### config.mk
export PLATFORM = sky130hd
export DESIGN_NAME = dmem_arbiter
export DESIGN_NICKNAME = d
export VERILOG_FILES = /design/src/rtl/dmem_arbiter.sv
export SDC_FILE = /design/constraint.sdc
export NUM_CORES = 1
export LEC_CHECK = 0
export CORE_MARGIN = 10
export CORE_UTILIZATION = 25
export CTS_BUF_LIST = sky130_fd_sc_hd__clkbuf_2 sky130_fd_sc_hd__clkbuf_4 sky130_fd_sc_hd__clkbuf_8
export DETAILED_ROUTE_END_ITERATION = 6
export PLACE_DENSITY_LB_ADDON = 0.08
export SLEW_MARGIN = 10
export SYNTH_ARGS = -nofsm -noshare
export SYNTH_HDL_FRONTEND = slang
export SYNTH_SLANG_ARGS = --single-unit
### constraint.sdc
create_clock -name clk -period 3 [get_ports clk]
set_input_delay 0.6 -clock clk [delete_from_list [all_inputs] [get_ports clk]]
set_output_delay 0.6 -clock clk [all_outputs]
set_load 0.005 [all_outputs]
### src/rtl/dmem_arbiter.sv
// Two-port arbiter and one-cycle access sequencer in front of the shared data memory.
// Port 0 has priority; port 1 is protected from starvation by a saturating wait counter.
module dmem_arbiter #(
  parameter int unsigned MAX_WAIT = 4,
  parameter int unsigned WAIT_W   = 3
) (
  input  logic        clk,
  input  logic        rst,
  input  logic        p0_req,
  input  logic        p0_we,
  input  logic [31:0] p0_addr,
  input  logic [31:0] p0_wdata,
  output logic        p0_ack,
  output logic [31:0] p0_rdata,
  output logic        p0_err,
  input  logic        p1_req,
  input  logic        p1_we,
  input  logic [31:0] p1_addr,
  input  logic [31:0] p1_wdata,
  output logic        p1_ack,
  output logic [31:0] p1_rdata,
  output logic        p1_err,
  output logic        mem_read,
  output logic        mem_write,
  output logic [31:0] mem_addr,
  output logic [31:0] mem_wdata,
  input  logic [31:0] mem_rdata,
  output logic        busy
);

  localparam int unsigned DW = 32;

  typedef enum logic {S_IDLE, S_ACCESS} state_t;

  state_t              r_state;
  state_t              w_state_nxt;
  logic                w_grant;
  logic                w_sel1;
  logic                w_p0_v;
  logic                w_p1_v;
  logic                w_access;
  logic                w_cnt_max;

  logic                r_owner;
  logic                r_we;
  logic                r_mis;
  logic [DW-1:0]       r_addr;
  logic [DW-1:0]       r_wdata;
  logic [WAIT_W-1:0]   r_wait_cnt;

  logic                r_p0_ack;
  logic                r_p1_ack;
  logic                r_p0_err;
  logic                r_p1_err;
  logic [DW-1:0]       r_p0_rdata;
  logic [DW-1:0]       r_p1_rdata;

  // A port being acked this cycle still holds its request; mask it to avoid a re-grant.
  assign w_p0_v    = p0_req & ~r_p0_ack;
  assign w_p1_v    = p1_req & ~r_p1_ack;
  assign w_cnt_max = (r_wait_cnt == WAIT_W'(MAX_WAIT));
  assign w_access  = (r_state == S_ACCESS);

  always_ff @(posedge clk) begin
    if (rst) r_state <= S_IDLE;
    else     r_state <= w_state_nxt;
  end

  always_comb begin
    w_state_nxt = r_state;
    w_grant     = 1'b0;
    w_sel1      = 1'b0;
    case (r_state)
      S_IDLE: begin
        if (w_p0_v | w_p1_v) begin
          w_grant     = 1'b1;
          w_sel1      = w_p1_v & (~w_p0_v | w_cnt_max);
          w_state_nxt = S_ACCESS;
        end
      end
      S_ACCESS: w_state_nxt = S_IDLE;
      default:  w_state_nxt = S_IDLE;
    endcase
  end

  // Request latch and starvation counter.
  always_ff @(posedge clk) begin
    if (rst) begin
      r_owner    <= 1'b0;
      r_we       <= 1'b0;
      r_mis      <= 1'b0;
      r_addr     <= '0;
      r_wdata    <= '0;
      r_wait_cnt <= '0;
    end else if (w_grant) begin
      r_owner <= w_sel1;
      r_we    <= w_sel1 ? p1_we    : p0_we;
      r_addr  <= w_sel1 ? p1_addr  : p0_addr;
      r_wdata <= w_sel1 ? p1_wdata : p0_wdata;
      r_mis   <= w_sel1 ? (p1_addr[1:0] != 2'b00) : (p0_addr[1:0] != 2'b00);
      if (w_sel1)
        r_wait_cnt <= '0;
      else if (w_p1_v && !w_cnt_max)
        r_wait_cnt <= r_wait_cnt + WAIT_W'(1);
    end
  end

  // Completion: one-cycle ack/err pulse to the owner, read data captured for aligned reads.
  always_ff @(posedge clk) begin
    if (rst) begin
      r_p0_ack   <= 1'b0;
      r_p1_ack   <= 1'b0;
      r_p0_err   <= 1'b0;
      r_p1_err   <= 1'b0;
      r_p0_rdata <= '0;
      r_p1_rdata <= '0;
    end else begin
      r_p0_ack <= 1'b0;
      r_p1_ack <= 1'b0;
      r_p0_err <= 1'b0;
      r_p1_err <= 1'b0;
      if (w_access) begin
        if (r_owner) begin
          r_p1_ack <= 1'b1;
          r_p1_err <= r_mis;
          if (!r_we && !r_mis) r_p1_rdata <= mem_rdata;
        end else begin
          r_p0_ack <= 1'b1;
          r_p0_err <= r_mis;
          if (!r_we && !r_mis) r_p0_rdata <= mem_rdata;
        end
      end
    end
  end

  // Strobes are gated by rst so a reset landing on ACCESS cannot commit a write.
  assign mem_read  = w_access & ~r_we & ~r_mis & ~rst;
  assign mem_write = w_access &  r_we & ~r_mis & ~rst;
  assign mem_addr  = w_access ? r_addr  : '0;
  assign mem_wdata = w_access ? r_wdata : '0;
  assign busy      = w_access;

  assign p0_ack   = r_p0_ack;
  assign p1_ack   = r_p1_ack;
  assign p0_err   = r_p0_err;
  assign p1_err   = r_p1_err;
  assign p0_rdata = r_p0_rdata;
  assign p1_rdata = r_p1_rdata;

endmodule
## Word level (Yosys, flattened, before mapping)

Index checks and enable logic that the tools add are counted.

- Reduce and logical (&&, ||, !) cells: 14
- Add/subtract/negate cells: 1
- Mux-type cells: 15
- Equality and inequality tests: 1
- Bitwise gates (word level): 19

Operators by type and width:

| operator | count |
|---|---|
| two-way mux 32 bit | 4 |
| AND 1 bit | 9 |
| two-way mux 1 bit | 8 |
| inverter 1 bit | 8 |
| two-way mux 3 bit | 2 |
| AND reduction 3 bit | 2 |
| nonzero test 2 bit | 3 |
| OR reduction 3 bit | 2 |
| adder 3 x 1 -> 3 bit (second input constant) | 1 |
| == test 3 bit (second input constant) | 1 |
| logical NOT 1 bit | 3 |
| logical AND 1 bit | 2 |
| OR 1 bit | 2 |
| one-hot mux 1 bit (2 select lines) | 1 |
| AND reduction 2 bit | 1 |
| OR reduction 2 bit | 1 |

- Output and inout bits: 135
- Bits of input ports: 166
- Register bits: 139
- Word-level logic and storage cells: 63

## Longest topological paths before layout

Gate-level depths: netlist of the first run.

- Word-level depth: 9
- Mapped depth: 8
- Depth with buffers taken out: 6

## Worst setup path after synthesis of the first run

No wires, ideal clock.

- Kind: in2reg
- Start: input p1_req
- End: register r_addr[30]
- Cell stages on the path: 7
- Buffers on the path: 3
- Data arrival time: 1843 ps
- Data required time: 2856 ps
- Slack: 1012 ps
- Library setup time: 144 ps
- Cells stage by stage: or3b_1 -> buf_2 -> a21oi_4 -> buf_6 -> buf_6 -> mux2i_1 -> a211oi_2

- Longest elaborated chain between the ends: 5
- Elaborated cells on any way between the ends: 8
- Those cells by class: mux (5); bitwise (3)

Ends and longest elaborated chain:

| item | line | RTL |
|---|---|---|
| from (decl) | 16 | `input logic p1_req,` |
| AND 1 bit (*) | 60 | `assign w_p1_v = p1_req & ~r_p1_ack;` |
| AND 1 bit / OR 1 bit (equally long branches) | 77, 75 |  |
| two-way mux 1 bit | 75 | `if (w_p0_v \| w_p1_v) begin` |
| two-way mux 1 bit | 73 | `case (r_state)` |
| two-way mux 32 bit | 98 | `r_addr <= w_sel1 ? p1_addr : p0_addr;` |
| to (signal assigned) | 98 |  |
| to (decl) | 47 | `logic [DW-1:0] r_addr;` |

Mark *: on every way between the ends. The rest lies on a longest branch, timed or not.
A chain may end at the register's enable or synchronous reset.

## Worst setup path after layout of the first run

- Start: register r_state (netlist: busy)
- End: output mem_write

- Longest elaborated chain between the ends: 3

Ends and longest elaborated chain:

| item | line | RTL |
|---|---|---|
| from (decl) | 35 | `state_t r_state;` |
| from (signal assigned) | 66 | `else r_state <= w_state_nxt;` |
| AND 1 bit (3 in series) | 138 | `assign mem_write = w_access & r_we & ~r_mis & ~rst;` |
| to (decl) | 24 | `output logic mem_write,` |

Every way passes these cells.

==> metrics, run 1 <==
FF-to-FF End r_wdata[0]; Max Clock Freq 0.366 GHz; largest net degree at the start of global routing 77; CP Launch Type flop; initial antenna violation count 0; pwr dens 448 mW/mm2; clock buffer depth 2; power share of the combinational group 21.2%; post-synth top area cell dfxtp_1; Worst Path Arrival 2.13 ns; worst r2r src busy; Worst path max stage delay 0.70 ns; ys flop type dfxtp_1; PortBufs 300; Least-Margin Pin Slew 1.08 ns; ant diodes 0; Fillers 2477; Crit Path Category flop to primary output; Final Slew Violations 0; final design utilization 41.4%; Sw Ratio 28.9%; vias in the first global route 5857; Buf/Inv on CP 1; wire length per cell 17.5 um; Die Width 175 um; crit path launch busy; clock share of power 32.0%; TritonCTS buffer count 17; delay-heaviest family, CP flip-flops; CTS tree done; Worst slew margin 27.8%; sequential power share 46.7%; CTS Root Cell clkbuf_8; die height 175 um; Initial DRC Count 202; leak pwr 3.46 nW; synth top area cells dfxtp_1, mux2i_1, nand2_1; first-pass GRT wire length 34800 um; hold buffer count at CTS 0; Crit-path slowest cell dfxtp_2; Post-CTS Resized 0; post-DP HPWL 16700 um; Yosys reg bits 139; Worst-path clk slew 0.08 ns; die area 0.0307 mm2; Worst-Skew Late Latency 0.44 ns; Placer Congestion 0.749; fraction of layout cells with a size suffix above 1 7.94%; grt ovf 0; MaxCap Viol Count 0; 1st-pass router iterations 4; Layout area overhead 62.2%; CP max FO 24; Psw 1.27 mW; Netlist cell types 31; Final Critical Period 2.73 ns; core area 0.0236 mm2; CTS H-tree depth 4; synth warn 0; Syn Std Cell Area 0.00602 mm2; postcts setup bufs 0; critical path required time 2.40 ns; hold slack 0.454 ns; number of cells on the critical path 3; crit path cell chain nand2b_1, nor3b_1, clkdlybuf4s50_1; clock sinks 139; Setup TNS 0 ns; EDFF count, synth 0; fin crit share 91.0%; status finished clean; Synthesized Nets 858; worst min path class flop to flop; Inst Count DP 1269; gr usage total 14.4%; Setup Skew 0.0124 ns; Layout Cells excl Fill 1301; Hold Vio Cnt, Final 0; Design Power 4.38 mW; starting utilization of the core area 25.5%; Setup crit end mem_write; Synth async-reset ratio 0%; nets 1137; Syn Area/Cell 8.73 um2; Internal Dissipation 3.12 mW; DR vias/cell 4.37; post-synth top area share 46.2%; Reg2Reg Setup Slack 0.83 ns; Core Rows 56; cell with the most instances after synthesis dfxtp_1; sequential share of the synthesized area 46.2%; # IOs 301; Final ANT Viol Nets 0; # DRC 0; Worst VDD drop 0.185 mV; r2r worst-path depth 6; final WL 22800 um; Syn Inst Count 690; final setup fails 0; top cells by count, synth dfxtp_1, nand2_1, nor2_1; RSZ-0062 raised after global routing false; via count 5690; Worst Setup End Kind primary output
per-layer routing:
layer | up-vias | track usage, % | wire length [um]
li1 | 2899 | - | -
met1 | 2600 | 16.5 | 9350
met2 | 182 | 23.5 | 10800
met3 | 9 | 7.37 | 2500
met4 | 0 | 2.97 | 159
met5 | - | 0 | 0
cells by family (layout without fill, tap and decap cells):
family	after synthesis	after routing	share of synthesized area (%)
compound gates	139	139	16.6
mux	66	66	11.0
buf+inv	60	352	4.59
fa+ha+maj	2	2	0.415
flops	139	139	46.2
simple gates	284	284	21.2
worst min-delay path by stage:
stage	slack, ns	end	from	cells after the start
6_report	0.45	p0_rdata[21]	p0_rdata[21]	2
5_1_grt	0.47	p0_rdata[10]	p0_rdata[10]	2
4_1_cts	0.45	p0_ack	rst	3
3_5_place_dp	0.45	p0_rdata[1]	p0_rdata[1]	2
3_3_place_gp	0.44	p1_rdata[29]	p1_rdata[29]	2
2_1_floorplan	0.45	p0_rdata[0]	p0_rdata[0]	2
layout by cell type (no fill, tap or decap), drive strengths merged:
| cell | netlist | routed |
|---|---|---|
| a2111o | 1 | 1 |
| a211oi | 65 | 65 |
| a21o | 1 | 1 |
| a21oi | 69 | 69 |
| a22oi | 1 | 1 |
| and2 | 67 | 67 |
| and3 | 2 | 2 |
| buf | 13 | 19 |
| clkbuf | 45 | 19 |
| clkdlybuf4s50 | 0 | 299 |
| clkinv | 0 | 6 |
| clkinvlp | 0 | 5 |
| dfxtp | 139 | 139 |
| ha | 2 | 2 |
| inv | 2 | 4 |
| mux2i | 66 | 66 |
| nand2 | 130 | 130 |
| nand2b | 3 | 3 |
| nand3 | 1 | 1 |
| nand3b | 2 | 2 |
| nor2 | 71 | 71 |
| nor2b | 2 | 2 |
| nor3 | 3 | 3 |
| nor3b | 1 | 1 |
| nor4b | 1 | 1 |
| o21ai | 1 | 1 |
| o311ai | 1 | 1 |
| or3b | 1 | 1 |
metrics by stage:
step                      instance area [um2]  setup slack [ns]
after global routing                     9770           0.00714
after floorplan                          6020              1.01
after CTS                                9770             0.166
after detailed placement                 9420             0.303
final                                    9770             0.270
after global placement                   9420             0.344
power groups by stage:
stage | clock network [mW] | registers (mW) | logic, mW
2_1_floorplan | 0 | 2.07 | 0.435
3_3_place_gp | 0 | 2.09 | 0.946
3_5_place_dp | 0 | 2.09 | 0.946
4_1_cts | 1.48 | 2.05 | 0.950
5_1_grt | 1.57 | 2.07 | 1.02
6_report | 1.40 | 2.05 | 0.931
worst register-to-register path, cell delays in order, from the launching register on:
cell and delay, ns:
dfxtp_2 0.50, or3b_1 0.58, a21oi_4 0.20, buf_12 0.23
buf_12 0.19, mux2i_1 0.23, a211oi_2 0.09
cell type report:
class	count	area (um2)	share of cell area (%)
timing repair buffer	318	3250	33.2
multi-input combinational	491	2980	30.5
sequential	139	2780	28.5
tap	319	399	4.09
clock buffer	19	255	2.61
clock inverter	13	95.1	0.973
inverter	2	7.51	0.0768
sequential cells by signal (all words and copies together), names as in the netlist, 3 cells and up:
signal	count
p0_rdata	32
p1_rdata	32
r_addr	32
r_wdata	32
r_wait_cnt	3
(Power assumes the default switching activity.)
==> run 2: changes to the inputs <==
--- a/config.mk
+++ b/config.mk
@@ -5,9 +5,9 @@
 export SDC_FILE = /design/constraint.sdc
 export NUM_CORES = 1
 export LEC_CHECK = 0
-export CORE_MARGIN = 10
+export CORE_MARGIN = 5
 export CORE_UTILIZATION = 25
-export CTS_BUF_LIST = sky130_fd_sc_hd__clkbuf_2 sky130_fd_sc_hd__clkbuf_4 sky130_fd_sc_hd__clkbuf_8
+export CTS_BUF_LIST = sky130_fd_sc_hd__clkbuf_8
 export DETAILED_ROUTE_END_ITERATION = 6
 export PLACE_DENSITY_LB_ADDON = 0.08
 export SLEW_MARGIN = 10
==> constraint.sdc (replaced) <==
create_clock -name clk -period 3 [get_ports clk]
set_input_delay 0.6 -clock clk [delete_from_list [all_inputs] [get_ports clk]]
set_output_delay 0.6 -clock clk [all_outputs]
set_load 0.05 [all_outputs]
==> run 2 against run 1 <==
  * Clock skew up 0.0015 ns
  * First-iteration DRC count down 5.4%
  * Count of clock-buffer cells in the layout down 2
  * Die area down 11%
  * Fmax down 1.2%
  * Critical endpoint is now mem_wdata[6]
  * Cell area down 0.44%
  * Cell count down 0.23%
  * Hold slack better by 0.0020 ns
  * Total power up 8.6%
  * Critical path depth unchanged
  * Global-route usage up 0.76 points
  * Critical path type unchanged
  * Flip-flop and latch count unchanged
==> metrics, run 2 (same netlist as run 1, synthesis figures left out) <==
vias in the first global route 5679 (was 5857); Layout Cells excl Fill 1298 (was 1301); Final Critical Period 2.76 ns (was 2.73 ns); Reg2Reg Setup Slack 0.73 ns (was 0.83 ns); leak pwr 3.49 nW (was 3.46 nW); Setup TNS 0 ns (unchanged); Placer Congestion 0.747 (was 0.749); Max Clock Freq 0.362 GHz (was 0.366 GHz); Final Worst Setup Slack 0.236 ns (was 0.270 ns); post-DP HPWL 14900 um (was 16700 um); Worst-Skew Late Latency 0.45 ns (was 0.44 ns); status finished clean (unchanged); final setup fails 0 (unchanged); most frequent cells in the layout clkdlybuf4s50_1, dfxtp_1, nand2_1, nor2_1 (unchanged); Least-Margin Pin Slew 0.731 ns (was 1.08 ns); Inst Count DP 1264 (was 1269); starting utilization of the core area 25.5% (unchanged); Worst Path Arrival 2.16 ns (was 2.13 ns); Final Slew Violations 0 (unchanged); critical path required time 2.40 ns (about the same); MaxCap Viol Count 0 (unchanged); Worst Setup End Kind primary output (unchanged); CTS tree done (unchanged); Crit Path Category flop to primary output (unchanged); Setup Skew 0.0139 ns (was 0.0124 ns); nets 1132 (was 1137); hold buffer count at CTS 0 (unchanged); final design utilization 41.2% (was 41.4%); worst min path class flop to flop (unchanged); CP max FO 16 (was 24); commonest non-fill, non-tap cell in the layout clkdlybuf4s50_1 (unchanged); gr usage total 15.1% (was 14.4%); final WL 21200 um (was 22800 um); Worst slew margin 51.3% (was 27.8%); die area 0.0273 mm2 (was 0.0307 mm2); clock share of power 32.6% (was 32.0%); GR Util met2 24.6% (was 23.5%); grt ovf 0 (unchanged); via count 5613 (was 5690); CTS H-tree depth 4 (unchanged); Final ANT Viol Nets 0 (unchanged); Layout area overhead 61.5% (was 62.2%); met3 GRT Util 6.65% (was 7.37%); Initial DRC Count 191 (was 202); CP Launch Type flop (unchanged); largest net degree at the start of global routing 137 (was 77); power share of the combinational group 24.4% (was 21.2%); DR vias/cell 4.32 (was 4.37); RSZ-0062 raised after global routing false (unchanged); Fillers 2435 (was 2477); Worst-path clk slew 0.09 ns (was 0.08 ns); Psw 1.58 mW (was 1.27 mW); fin crit share 92.1% (was 91.0%); Die Width 165 um (was 175 um); clock buffer depth 2 (unchanged); clock sinks 139 (unchanged); initial antenna violation count 2 (was 0); Hold Vio Cnt, Final 0 (unchanged); Core Rows 56 (unchanged); # DRC 0 (unchanged); postcts setup bufs 0 (unchanged); Internal Dissipation 3.18 mW (was 3.12 mW); fraction of layout cells with a size suffix above 1 8.90% (was 7.94%); Place WS 0.320 ns (was 0.303 ns); CTS Root Cell clkbuf_8 (unchanged); pwr dens 489 mW/mm2 (was 448 mW/mm2); most used routing layer met2 (unchanged); # IOs 301 (unchanged); first-pass GRT wire length 32100 um (was 34800 um); met1 Use GR 18.1% (was 16.5%); core area 0.0236 mm2 (unchanged); Worst VDD drop 0.215 mV (was 0.185 mV); die height 165 um (was 175 um); TritonCTS buffer count 17 (unchanged); Sw Ratio 33.2% (was 28.9%); sequential power share 43.0% (was 46.7%); 1st-pass router iterations 4 (unchanged); PortBufs 300 (unchanged); wire length per cell 16.3 um (was 17.5 um); Design Power 4.76 mW (was 4.38 mW)
[run 2: final timing paths]
kind / cells past startpoint / endpoint / from
min reg2reg: 2 / p1_rdata[12] / p1_rdata[12]
max reg2reg: 6 / r_addr[19] / busy
min: 2 / p1_rdata[12] / p1_rdata[12]
max: 3 / mem_wdata[6] / busy
[run 2: cell type report]
cell class / count / area (um2) / area share [%]
multi-input combinational: 491 / 2980 / 30.6
antenna: 2 / 5.00 / 0.0515
inverter: 2 / 7.51 / 0.0772
tap: 319 / 399 / 4.10
clock inverter: 15 / 154 / 1.58
timing repair buffer: 313 / 3160 / 32.5
sequential: 139 / 2790 / 28.6
clock buffer: 17 / 234 / 2.41
[run 2: timing repair]
| action | in CTS | in global routing |
|---|---|---|
| endpoints found under the setup margin | 3 | 0 |
| hold endpoints to repair | 0 | 0 |
| gates resized for setup | 1 | 0 |
[run 2: metal layers]
| metal | wire [um] | share of wire (%) | vias to the layer above |
|---|---|---|---|
| met2 | 9920 | 47 | 183 |
| li1 | - | - | 2883 |
| met4 | 408 | 1.9 | 0 |
| met1 | 8830 | 42 | 2525 |
| met3 | 2030 | 9.6 | 22 |
| met5 | 0 | 0 | - |
[run 2: critical path, stage by stage, from the launching register on]
cell and delay, ns:
dfxtp_4 0.52, buf_4 0.23, and2_1 0.16, clkdlybuf4s50_1 0.81
[run 2: power by group through the flow]
stage	sequential, mW	combinational (mW)	clock [mW]
after floorplan	2.18	0.580	0
after CTS	2.05	1.18	1.63
final	2.05	1.16	1.55
after global placement	2.09	1.18	0
after detailed placement	2.09	1.18	0
after global routing	2.07	1.25	1.70
[run 2: per-stage QoR]
| step | hold slack, ns | instance area, um2 |
|---|---|---|
| global route | 0.477 | 9730 |
| global placement | 0.442 | 9330 |
| detailed placement | 0.446 | 9330 |
| finish | 0.456 | 9730 |
| floorplan | 0.466 | 6020 |
| CTS | 0.459 | 9720 |
==> run 3: changes to the inputs <==
--- a/config.mk
+++ b/config.mk
@@ -8,6 +8,7 @@
 export CORE_MARGIN = 5
 export CORE_UTILIZATION = 25
 export CTS_BUF_LIST = sky130_fd_sc_hd__clkbuf_8
+export CTS_CLUSTER_DIAMETER = 60
 export DETAILED_ROUTE_END_ITERATION = 6
 export PLACE_DENSITY_LB_ADDON = 0.08
 export SLEW_MARGIN = 10
==> results of run 3 <==
The final DEF is identical to that of run 2; final timing and power are the same.
